$ cat src/rtl/clock_ctrl_if.sv
// Button, carry-in and counter-control signals between the front end,
// clock_ctrl and the seconds/minutes/hours counter chain.
interface clock_ctrl_if;
    logic       btn_mode;
    logic       btn_inc;
    logic       sec_co;
    logic       min_co;
    logic       tick;
    logic       en_sec;
    logic       en_min;
    logic       en_hour;
    logic       clr_sec;
    logic [1:0] mode;
    logic       blink;

    modport master (
        output btn_mode, btn_inc, sec_co, min_co,
        input  tick, en_sec, en_min, en_hour, clr_sec, mode, blink
    );

    modport slave (
        input  btn_mode, btn_inc, sec_co, min_co,
        output tick, en_sec, en_min, en_hour, clr_sec, mode, blink
    );
endinterface

$ cat src/rtl/clock_ctrl.sv
// Digital-clock sequencer: one-second prescaler, RUN/SET_MIN/SET_HOUR mode
// machine, increment auto-repeat and set-mode blink, all outputs registered.
module clock_ctrl #(
    parameter int DIV   = 50,
    parameter int HOLD  = 16,
    parameter int RPT   = 4,
    parameter int BLINK = 8
) (
    input  logic         clk,
    input  logic         rst,
    clock_ctrl_if.slave  bus
);
    localparam logic [1:0] MODE_RUN      = 2'd0;
    localparam logic [1:0] MODE_SET_MIN  = 2'd1;
    localparam logic [1:0] MODE_SET_HOUR = 2'd2;
    localparam logic [1:0] MODE_BAD      = 2'd3;

    localparam logic [1:0] RS_IDLE   = 2'd0;
    localparam logic [1:0] RS_HOLD   = 2'd1;
    localparam logic [1:0] RS_REPEAT = 2'd2;
    localparam logic [1:0] RS_LOCK   = 2'd3;

    localparam int PW = $clog2(DIV);
    localparam int RW = $clog2((HOLD > RPT) ? HOLD : RPT);
    localparam int BW = (BLINK > 1) ? $clog2(BLINK) : 1;

    localparam logic [PW-1:0] DIV_LAST   = PW'(DIV - 1);
    localparam logic [RW-1:0] HOLD_LAST  = RW'(HOLD - 1);
    localparam logic [RW-1:0] RPT_LAST   = RW'(RPT - 1);
    localparam logic [BW-1:0] BLINK_LAST = BW'(BLINK - 1);

    logic [1:0]    mode_q, mode_d;
    logic [PW-1:0] pre_q, pre_d;
    logic [1:0]    rs_q, rs_d;
    logic [RW-1:0] rc_q, rc_d;
    logic [BW-1:0] bc_q, bc_d;
    logic          inc_prev_q, inc_prev_d;
    logic          blink_q, blink_d;
    logic          tick_q, tick_d;
    logic          en_sec_q, en_sec_d;
    logic          en_min_q, en_min_d;
    logic          en_hour_q, en_hour_d;
    logic          clr_sec_q, clr_sec_d;

    logic run, in_set, mode_change, press, wrap, inc_event;

    always_comb begin
        run         = (mode_q == MODE_RUN);
        in_set      = (mode_q == MODE_SET_MIN) || (mode_q == MODE_SET_HOUR);
        mode_change = bus.btn_mode || (mode_q == MODE_BAD);
        press       = bus.btn_inc && !inc_prev_q;
        wrap        = run && (pre_q == DIV_LAST);
        inc_prev_d  = bus.btn_inc;

        mode_d = mode_q;
        if (mode_q == MODE_BAD) begin
            mode_d = MODE_RUN;
        end else if (bus.btn_mode) begin
            case (mode_q)
                MODE_RUN:     mode_d = MODE_SET_MIN;
                MODE_SET_MIN: mode_d = MODE_SET_HOUR;
                default:      mode_d = MODE_RUN;
            endcase
        end

        // Prescaler sits at 0 outside RUN so RUN always resumes a full period.
        pre_d = (run && !mode_change && !wrap) ? pre_q + PW'(1) : '0;

        // A button held across a mode change stays locked out until released.
        inc_event = 1'b0;
        rs_d      = rs_q;
        rc_d      = rc_q;
        if (mode_change) begin
            rs_d = bus.btn_inc ? RS_LOCK : RS_IDLE;
            rc_d = '0;
        end else if (!bus.btn_inc) begin
            rs_d = RS_IDLE;
            rc_d = '0;
        end else begin
            case (rs_q)
                RS_IDLE: begin
                    if (press && in_set) begin
                        rs_d      = RS_HOLD;
                        rc_d      = '0;
                        inc_event = 1'b1;
                    end
                end
                RS_HOLD: begin
                    if (rc_q == HOLD_LAST) begin
                        rs_d      = RS_REPEAT;
                        rc_d      = '0;
                        inc_event = 1'b1;
                    end else begin
                        rc_d = rc_q + RW'(1);
                    end
                end
                RS_REPEAT: begin
                    if (rc_q == RPT_LAST) begin
                        rc_d      = '0;
                        inc_event = 1'b1;
                    end else begin
                        rc_d = rc_q + RW'(1);
                    end
                end
                default: rs_d = RS_LOCK;
            endcase
        end

        blink_d = blink_q;
        bc_d    = bc_q;
        if (mode_change || run || inc_event) begin
            blink_d = 1'b1;
            bc_d    = '0;
        end else if (bc_q == BLINK_LAST) begin
            blink_d = !blink_q;
            bc_d    = '0;
        end else begin
            bc_d = bc_q + BW'(1);
        end

        tick_d    = wrap;
        en_sec_d  = wrap;
        en_min_d  = (wrap && bus.sec_co) || (inc_event && mode_q == MODE_SET_MIN);
        en_hour_d = (wrap && bus.sec_co && bus.min_co) ||
                    (inc_event && mode_q == MODE_SET_HOUR);
        clr_sec_d = bus.btn_mode && run;
    end

    always_ff @(posedge clk or posedge rst) begin
        if (rst) begin
            mode_q     <= MODE_RUN;
            pre_q      <= '0;
            rs_q       <= RS_IDLE;
            rc_q       <= '0;
            bc_q       <= '0;
            inc_prev_q <= 1'b0;
            blink_q    <= 1'b1;
            tick_q     <= 1'b0;
            en_sec_q   <= 1'b0;
            en_min_q   <= 1'b0;
            en_hour_q  <= 1'b0;
            clr_sec_q  <= 1'b0;
        end else begin
            mode_q     <= mode_d;
            pre_q      <= pre_d;
            rs_q       <= rs_d;
            rc_q       <= rc_d;
            bc_q       <= bc_d;
            inc_prev_q <= inc_prev_d;
            blink_q    <= blink_d;
            tick_q     <= tick_d;
            en_sec_q   <= en_sec_d;
            en_min_q   <= en_min_d;
            en_hour_q  <= en_hour_d;
            clr_sec_q  <= clr_sec_d;
        end
    end

    assign bus.mode    = mode_q;
    assign bus.blink   = blink_q;
    assign bus.tick    = tick_q;
    assign bus.en_sec  = en_sec_q;
    assign bus.en_min  = en_min_q;
    assign bus.en_hour = en_hour_q;
    assign bus.clr_sec = clr_sec_q;
endmodule

$ cat src/flat_wrapper.sv
// flat-port wrapper written by rule: the top's interface ports become plain ports
module clock_ctrl_flat 
#(
    parameter int DIV   = 50,
    parameter int HOLD  = 16,
    parameter int RPT   = 4,
    parameter int BLINK = 8
)
  (clk, rst, bus_btn_mode, bus_btn_inc, bus_sec_co, bus_min_co, bus_tick, bus_en_sec, bus_en_min, bus_en_hour, bus_clr_sec, bus_mode, bus_blink);
  clock_ctrl_if bus_i ();
  input  logic clk;
  input  logic rst;
  input wire logic [$bits(bus_i.btn_mode)-1:0] bus_btn_mode;
  input wire logic [$bits(bus_i.btn_inc)-1:0] bus_btn_inc;
  input wire logic [$bits(bus_i.sec_co)-1:0] bus_sec_co;
  input wire logic [$bits(bus_i.min_co)-1:0] bus_min_co;
  output wire logic [$bits(bus_i.tick)-1:0] bus_tick;
  output wire logic [$bits(bus_i.en_sec)-1:0] bus_en_sec;
  output wire logic [$bits(bus_i.en_min)-1:0] bus_en_min;
  output wire logic [$bits(bus_i.en_hour)-1:0] bus_en_hour;
  output wire logic [$bits(bus_i.clr_sec)-1:0] bus_clr_sec;
  output wire logic [$bits(bus_i.mode)-1:0] bus_mode;
  output wire logic [$bits(bus_i.blink)-1:0] bus_blink;
  assign bus_i.btn_mode = bus_btn_mode;
  assign bus_i.btn_inc = bus_btn_inc;
  assign bus_i.sec_co = bus_sec_co;
  assign bus_i.min_co = bus_min_co;
  assign bus_tick = bus_i.tick;
  assign bus_en_sec = bus_i.en_sec;
  assign bus_en_min = bus_i.en_min;
  assign bus_en_hour = bus_i.en_hour;
  assign bus_clr_sec = bus_i.clr_sec;
  assign bus_mode = bus_i.mode;
  assign bus_blink = bus_i.blink;
  clock_ctrl #(.DIV(DIV), .HOLD(HOLD), .RPT(RPT), .BLINK(BLINK)) u_core (.clk(clk), .rst(rst), .bus(bus_i));
endmodule
$ cat config.mk
export PLATFORM = sky130hd
export DESIGN_NAME = clock_ctrl_flat
export DESIGN_NICKNAME = d
export VERILOG_FILES = /design/src/rtl/clock_ctrl_if.sv /design/src/rtl/clock_ctrl.sv /design/src/flat_wrapper.sv
export SDC_FILE = /design/constraint.sdc
export NUM_CORES = 1
export LEC_CHECK = 0
export ABC_AREA = 1
export CORE_MARGIN = 5
export CORE_UTILIZATION = 55
export CTS_BUF_LIST = sky130_fd_sc_hd__clkbuf_4 sky130_fd_sc_hd__clkbuf_8 sky130_fd_sc_hd__clkbuf_16
export DETAILED_ROUTE_END_ITERATION = 7
export GPL_TIMING_DRIVEN = 0
export PLACE_DENSITY = 0.78
export SYNTH_ARGS = -nofsm -noshare
export SYNTH_HDL_FRONTEND = slang
export SYNTH_SLANG_ARGS = --single-unit
$ cat constraint.sdc
create_clock -name clk -period 1.5 [get_ports clk]
set_input_delay 0.15 -clock clk [delete_from_list [all_inputs] [get_ports clk]]
set_output_delay 0.15 -clock clk [all_outputs]
set_load 0.03 [all_outputs]
==> flow_summary.yaml, run 1 <==
power:
  swShare: 0.402
  p_int_uw: 1180
  p_clk_frac: 0.156
  p_total_uw: 1970
  power_density_nw_per_um2: 1230
  p_comb_frac: 0.436
  leakage_uw: 0.000893
  power.switching_uw: 792
  seqPwrFrac: 0.408
  max-vdd-ir-drop_uv: 1060
worst_setup_path:
  cp.required_ns: 1.73
  rr_endpoint: "u_core.rc_q[3]"
  reg2reg_depth: 9
  startpoint_type: "register"
  r2r-start: "u_core.bus.mode[0]"
  critical_path_arrival_ns: 1.66
  crit_fanout: 7
  startpoint: "u_core.bus.mode[0]"
  critPathMaxStageDelay_ns: 0.46
  critPathKind: "register to register"
  r2r_slack_ns: 0.07
  slowest_stage: "dfrtp_2"
  cp_cell_sequence: "ha_2 > nor2_4 > inv_4 > nor2_4 > nand2_4 > nand3_2 > nand2_1 > nand2_1 > inv_1"
  end_kind: "register"
global_route:
  grt_overflow: 0
  antenna_found_initial: 0
  grt_use_total: 0.158
  grt_pass1_wl_mm: 4.26
  grt_pass1_vias: 978
  grt_max_degree: 24
layout:
  nets: 202
  seq_area_sq_um: 579
  drive_above_1_share: 0.200
  layout_common_cells: "nand2_1, inv_1, dfrtp_1, nor2_1, ha_1"
  fill_cells: 192
  fin_area_sq_um: 1600
  layout_commonest_cell: "nand2_1"
  multi_input_area_sq_um: 667
  antenna_cells: 0
  areaGrowthSynthToFinish_pct: 19.8
timing:
  rsz0062_at_grt: "yes"
  setup_slack_ns: 0.0657
  final_hold_viol_count: 0
  slew_headroom: 0.434
  worst_pin_slew_ns: 0.849
  holdWs_ns: 0.292
  worst_clock_skew_ns: 0.00604
  period_needed_ns: 1.43
  fmax_mhz: 697
  drv_slew: 0
  finalCritPeriodShare: 0.956
  setup-tns-final_ns: 0
  final-setup-viol-count: 0
cts:
  clkLatencyLatePin_ns: 0.31
  cts-hold-fix-buffers: 0
  clk_pin_slew_ns: 0.13
  numCtsBuffers: 3
  clockRootBuffer: "clkbuf_4"
  cts-htree-levels: 1
  cts_max_path_buffers: 2
  cts_tree: "built"
  cts.sinks: 23
floorplanning:
  coreArea_sq_um: 2250
  dieArea_sq_um: 3500
  start_util: 0.590
  rows: 17
  die_y_um: 59.2
  ioPinCount: 14
  fp.dieW_um: 59.2
yosys:
  synth_top_family_by_area: "simple AND/OR/NAND/NOR gates"
  muxShareOfSynthArea: 0.00752
  ys_seq_area_frac: 0.433
  ys_types: 24
  syn_area_sq_um: 1330
  synthAdderAreaFrac: 0.141
  synth-compound-area-share: 0.0555
  ys_seq_elements: 23
  synth_cells: 158
  synthXorXnorAreaFrac: 0.0132
  yosysWarnings: 0
  syn_nets: 179
  synth-simple-area-share: 0.263
  syn_avg_cell_area_sq_um: 8.43
placement:
  dp_hpwl_mm: 1.85
  place_ws_ns: -0.00499
  portBuffers: 13
  gp_congestion: 0.778
  postPlaceCellArea_sq_um: 1500
drt:
  wirelength_mm: 2.49
  viasPerCell: 5.06
  wire_per_inst_um: 12.0
  drtIter0Drc: 28
  drt-pass1-iter-count: 4
  drc: 0
  final_antenna_net_count: 0
  vias: 1053
worst_hold_path:
  hp-class: "input pin to async pin"
run_status:
  status: "complete, no violations"
flow_run:
  maxCapViolations: 0
## worst max-delay path: cells and delay by family (launching register included)
family	cells	cell delay, ns
simple gates	6	0.56
flops	1	0.46
fa+ha+maj	1	0.20
buf+inv	2	0.12
## stage by stage
stage / instances / utilization
floorplan: 158 / -
finish: 208 / 0.708
CTS: 204 / 0.679
global route: 208 / 0.708
global placement: 199 / 0.665
detailed placement: 199 / 0.665
## worst max path at each step
stage                     end  slack [ns]
2_1_floorplan  u_core.rc_q[2]        0.05
3_3_place_gp   u_core.bc_q[2]        0.03
3_5_place_dp   u_core.bc_q[1]      -0.005
4_1_cts           bus_en_hour        0.01
5_1_grt        u_core.rc_q[3]       -0.03
6_report       u_core.rc_q[3]        0.07
## cell families after synthesis
family	count (synthesis)
adder cells (fa/ha/maj)	15
AND/OR/NAND/NOR	75
flip-flops	23
AO/OA/AOI/OAI	13
XOR/XNOR	2
buffers and inverters	29
multiplexers	1
## timing repair
action	4_1_cts	5_1_grt
buffers inserted	1	4
endpoints found under the setup margin	9	20
pin swaps	1	1
resized for setup	5	18
## layer usage
layer | vias to the layer above | wire [um] | part of all wire | global-route usage
met5 | - | 0 | 0 | 0
met4 | 0 | 22 | 0.0088 | 0.0388
met3 | 3 | 93 | 0.037 | 0.0305
met2 | 20 | 1230 | 0.49 | 0.261
met1 | 496 | 1150 | 0.46 | 0.212
li1 | 534 | - | - | -
## synthesized netlist by cell type
| library cell | number | area share |
|---|---|---|
| o21ai_0 | 4 | 0.015 |
| o21bai_1 | 1 | 0.0056 |
| inv_1 | 27 | 0.076 |
| nand3_2 | 2 | 0.015 |
| mux2i_1 | 1 | 0.0075 |
| o21ai_1 | 2 | 0.0075 |
| buf_4 | 1 | 0.0056 |
| nor3_1 | 3 | 0.011 |
| nand3_1 | 8 | 0.030 |
| inv_4 | 1 | 0.0047 |
| a21oi_1 | 4 | 0.015 |
| o21ai_2 | 1 | 0.0066 |
| nand2_4 | 1 | 0.0085 |
| nor2_4 | 2 | 0.017 |
| nor3_4 | 1 | 0.012 |
| xnor2_1 | 2 | 0.013 |
| nor2_1 | 18 | 0.051 |
| ha_1 | 15 | 0.14 |
| nand2_1 | 37 | 0.10 |
| o21a_1 | 1 | 0.0056 |
| nand4_1 | 2 | 0.0094 |
| or2_2 | 1 | 0.0047 |
| dfstp_2 | 1 | 0.020 |
| dfrtp_1 | 22 | 0.41 |
## layout make-up
class,instances,area share
multi-input combinational,106,0.418
sequential,23,0.363
timing repair buffer,18,0.106
inverter,28,0.0675
tap,28,0.0220
clock buffer,4,0.0188
buffer,1,0.00471
## registers in the layout, summed over array words and instances (netlist names)
register and count:
u_core.bus.tick 1, u_core.rs_q 2, u_core.bus.clr_sec 1, u_core.bus.blink 1, u_core.bus.en_min 1, u_core.rc_q 4
u_core.bus.en_hour 1, u_core.pre_q 6, u_core.inc_prev_q 1, u_core.bus.mode 2, u_core.bc_q 3
## power by group through the flow
stage | clock [uW] | sequential, uW | combinational [uW]
2_1_floorplan | 0 | 868 | 477
3_3_place_gp | 0 | 807 | 726
3_5_place_dp | 0 | 812 | 758
4_1_cts | 316 | 799 | 754
5_1_grt | 344 | 818 | 967
6_report | 308 | 803 | 859
No activity file was read; power rests on OpenSTA's default activity.
==> run 2, diff against run 1 <==
- CTS_CLUSTER_DIAMETER: default -> 120
==> results of run 2 <==
No change in the layout: final DEF, timing and power equal those of run 1.
==> run 3, diff against run 2 <==
- CELL_PAD_IN_SITES_DETAIL_PLACEMENT: default -> 1
- CELL_PAD_IN_SITES_GLOBAL_PLACEMENT: default -> 1
- CORE_UTILIZATION: 55 -> 42
- PLACE_DENSITY: 0.78 -> default
- PLACE_DENSITY_LB_ADDON: default -> 0.1
- clock period: 1.5 -> 1.4 ns (I/O delays scaled with it)
==> flow_summary.yaml, run 3 (synthesis gave the netlist of run 1 again) <==
run_status:
  status: "finished with violations"
  violations: "setup timing"
worst_setup_path:
  critical_path_arrival_ns: 1.65
  r2r_slack_ns: -0.03
  r2r-start: "u_core.bus.mode[1]"
  critPathKind: "register to register"
  reg2reg_depth: 9
  crit_fanout: 7
  cp_cell_sequence: "ha_4 > nor2_4 > inv_4 > nor2_4 > nand2_4 > nand2_2 > nand2_1 > nand2_1 > inv_1"
  slowest_stage: "dfrtp_2"
  cp.required_ns: 1.62
  critPathTopFamily: "simple AND/OR/NAND/NOR gates"
  cp-endpoint: "u_core.rc_q[2]"
  end_kind: "register"
  cp.buffers_inverters: 2
  startpoint: "u_core.bus.mode[1]"
  critPathMaxStageDelay_ns: 0.48
  cp.depth: 9
  rr_endpoint: "u_core.rc_q[2]"
  startpoint_type: "register"
layout:
  nets: 213
  antenna_cells: 0
  multi_input_area_sq_um: 781
  layout_common_cells: "nand2_1, inv_1, dfrtp_1, buf_4, nor2_1"
  layout_commonest_cell: "nand2_1"
  regMostFlops: "u_core.pre_q"
  seq_area_sq_um: 579
  drive_above_1_share: 0.325
  fill_cells: 366
  largest_reg_flops: 6
  top_regs: "u_core.pre_q x6, u_core.rc_q x4, u_core.bc_q x3"
  areaGrowthSynthToFinish_pct: 35.0
timing:
  fmax_mhz: 699
  drv_slew: 0
  rsz0062_at_grt: "yes"
  finalCritPeriodShare: 1.02
  setup_slack_ns: -0.0314
  worst_pin_slew_ns: 0.892
  worst_clock_skew_ns: 0.00302
  holdWs_ns: 0.310
  setup-tns-final_ns: -0.0722
  slew_headroom: 0.405
  period_needed_ns: 1.43
  final_hold_viol_count: 0
  final-setup-viol-count: 3
floorplanning:
  die_y_um: 66.3
  ioPinCount: 14
  rows: 20
  fp.dieW_um: 66.3
  dieArea_sq_um: 4400
  coreArea_sq_um: 3050
  start_util: 0.436
global_route:
  grt_overflow: 0
  grt_pass1_wl_mm: 5.00
  grt_pass1_vias: 1143
  antenna_found_initial: 0
  grt_max_degree: 24
  grt_use_total: 0.150
cts:
  cts_tree: "built"
  clockRootBuffer: "clkbuf_4"
  cts_max_path_buffers: 2
  cts-htree-levels: 1
  cts-hold-fix-buffers: 0
  numCtsBuffers: 3
  clkLatencyLatePin_ns: 0.31
  cts.sinks: 23
  clk_pin_slew_ns: 0.13
placement:
  dp_hpwl_mm: 2.20
  portBuffers: 13
  gp_congestion: 0.752
drt:
  wire_per_inst_um: 13.3
  vias: 1102
  wirelength_mm: 3.13
  drt-pass1-iter-count: 3
  final_antenna_net_count: 0
  drtIter0Drc: 26
  viasPerCell: 4.69
  drc: 0
power:
  power_density_nw_per_um2: 1370
  leakage_uw: 0.000918
  max-vdd-ir-drop_uv: 660
worst_hold_path:
  hp-class: "input pin to async pin"
flow_run:
  maxCapViolations: 0
==> run 3: changes by cell type in the layout (fill, tap and decap cells not counted), sizes merged <==
cell / previous run / this run
buf: 6 / 17
dlygate4sd2: 5 / 7
clkbuf: 4 / 5
dlymetal6s2s: 3 / 0
==> run 3: how the worst min path moves through the flow <==
stage                     slack [ns]  cells after the start       startpoint           endpoint
after floorplan                 0.14                      1              rst     u_core.bc_q[0]
after global placement          0.48                      1  u_core.pre_q[0]    u_core.pre_q[0]
after detailed placement        0.51                      1  u_core.pre_q[0]    u_core.pre_q[0]
after CTS                       0.35                      2              rst    u_core.pre_q[3]
after global routing            0.33                      1      bus_btn_inc  u_core.inc_prev_q
final                           0.31                      2              rst    u_core.bus.tick
==> run 3: timing repair <==
item	CTS	global route
buffers inserted	5	11
pin swaps	3	8
setup endpoints to repair	25	18
gates cloned	0	0
gates resized for setup	20	26
endpoints found under the hold margin	0	0
==> run 3: through the flow <==
| stage | cell area, sq um | power [uW] | worst slack [ns] | instances | utilization |
|---|---|---|---|---|---|
| 3_5_place_dp | 1520 | 1720 | -0.117 | 215 | 0.499 |
| 3_3_place_gp | 1520 | 1670 | -0.0843 | 215 | 0.499 |
| 6_report | 1800 | 2460 | -0.0314 | 235 | 0.589 |
| 2_1_floorplan | 1340 | 1450 | 0.00260 | 158 | - |
| 5_1_grt | 1800 | 2650 | -0.110 | 235 | 0.589 |
| 4_1_cts | 1630 | 2160 | -0.0551 | 224 | 0.535 |
==> run 3: per-layer routing <==
metal / share of wire / track usage
met1: 0.41 / 0.157
met2: 0.56 / 0.295
met3: 0.020 / 0.0170
met4: 0.011 / 0.0609
met5: 0 / 0
==> run 3: cell type report <==
cell class	count	area share
multi-input combinational	106	0.435
sequential	23	0.322
timing repair buffer	29	0.132
inverter	28	0.0599
tap	44	0.0306
clock buffer	4	0.0167
buffer	1	0.00418
==> run 3: where the power goes <==
| group | switching (uW) | internal (uW) | total [uW] |
|---|---|---|---|
| Combinational | 698 | 552 | 1250 |
| Clock | 202 | 130 | 333 |
| Sequential | 106 | 769 | 875 |
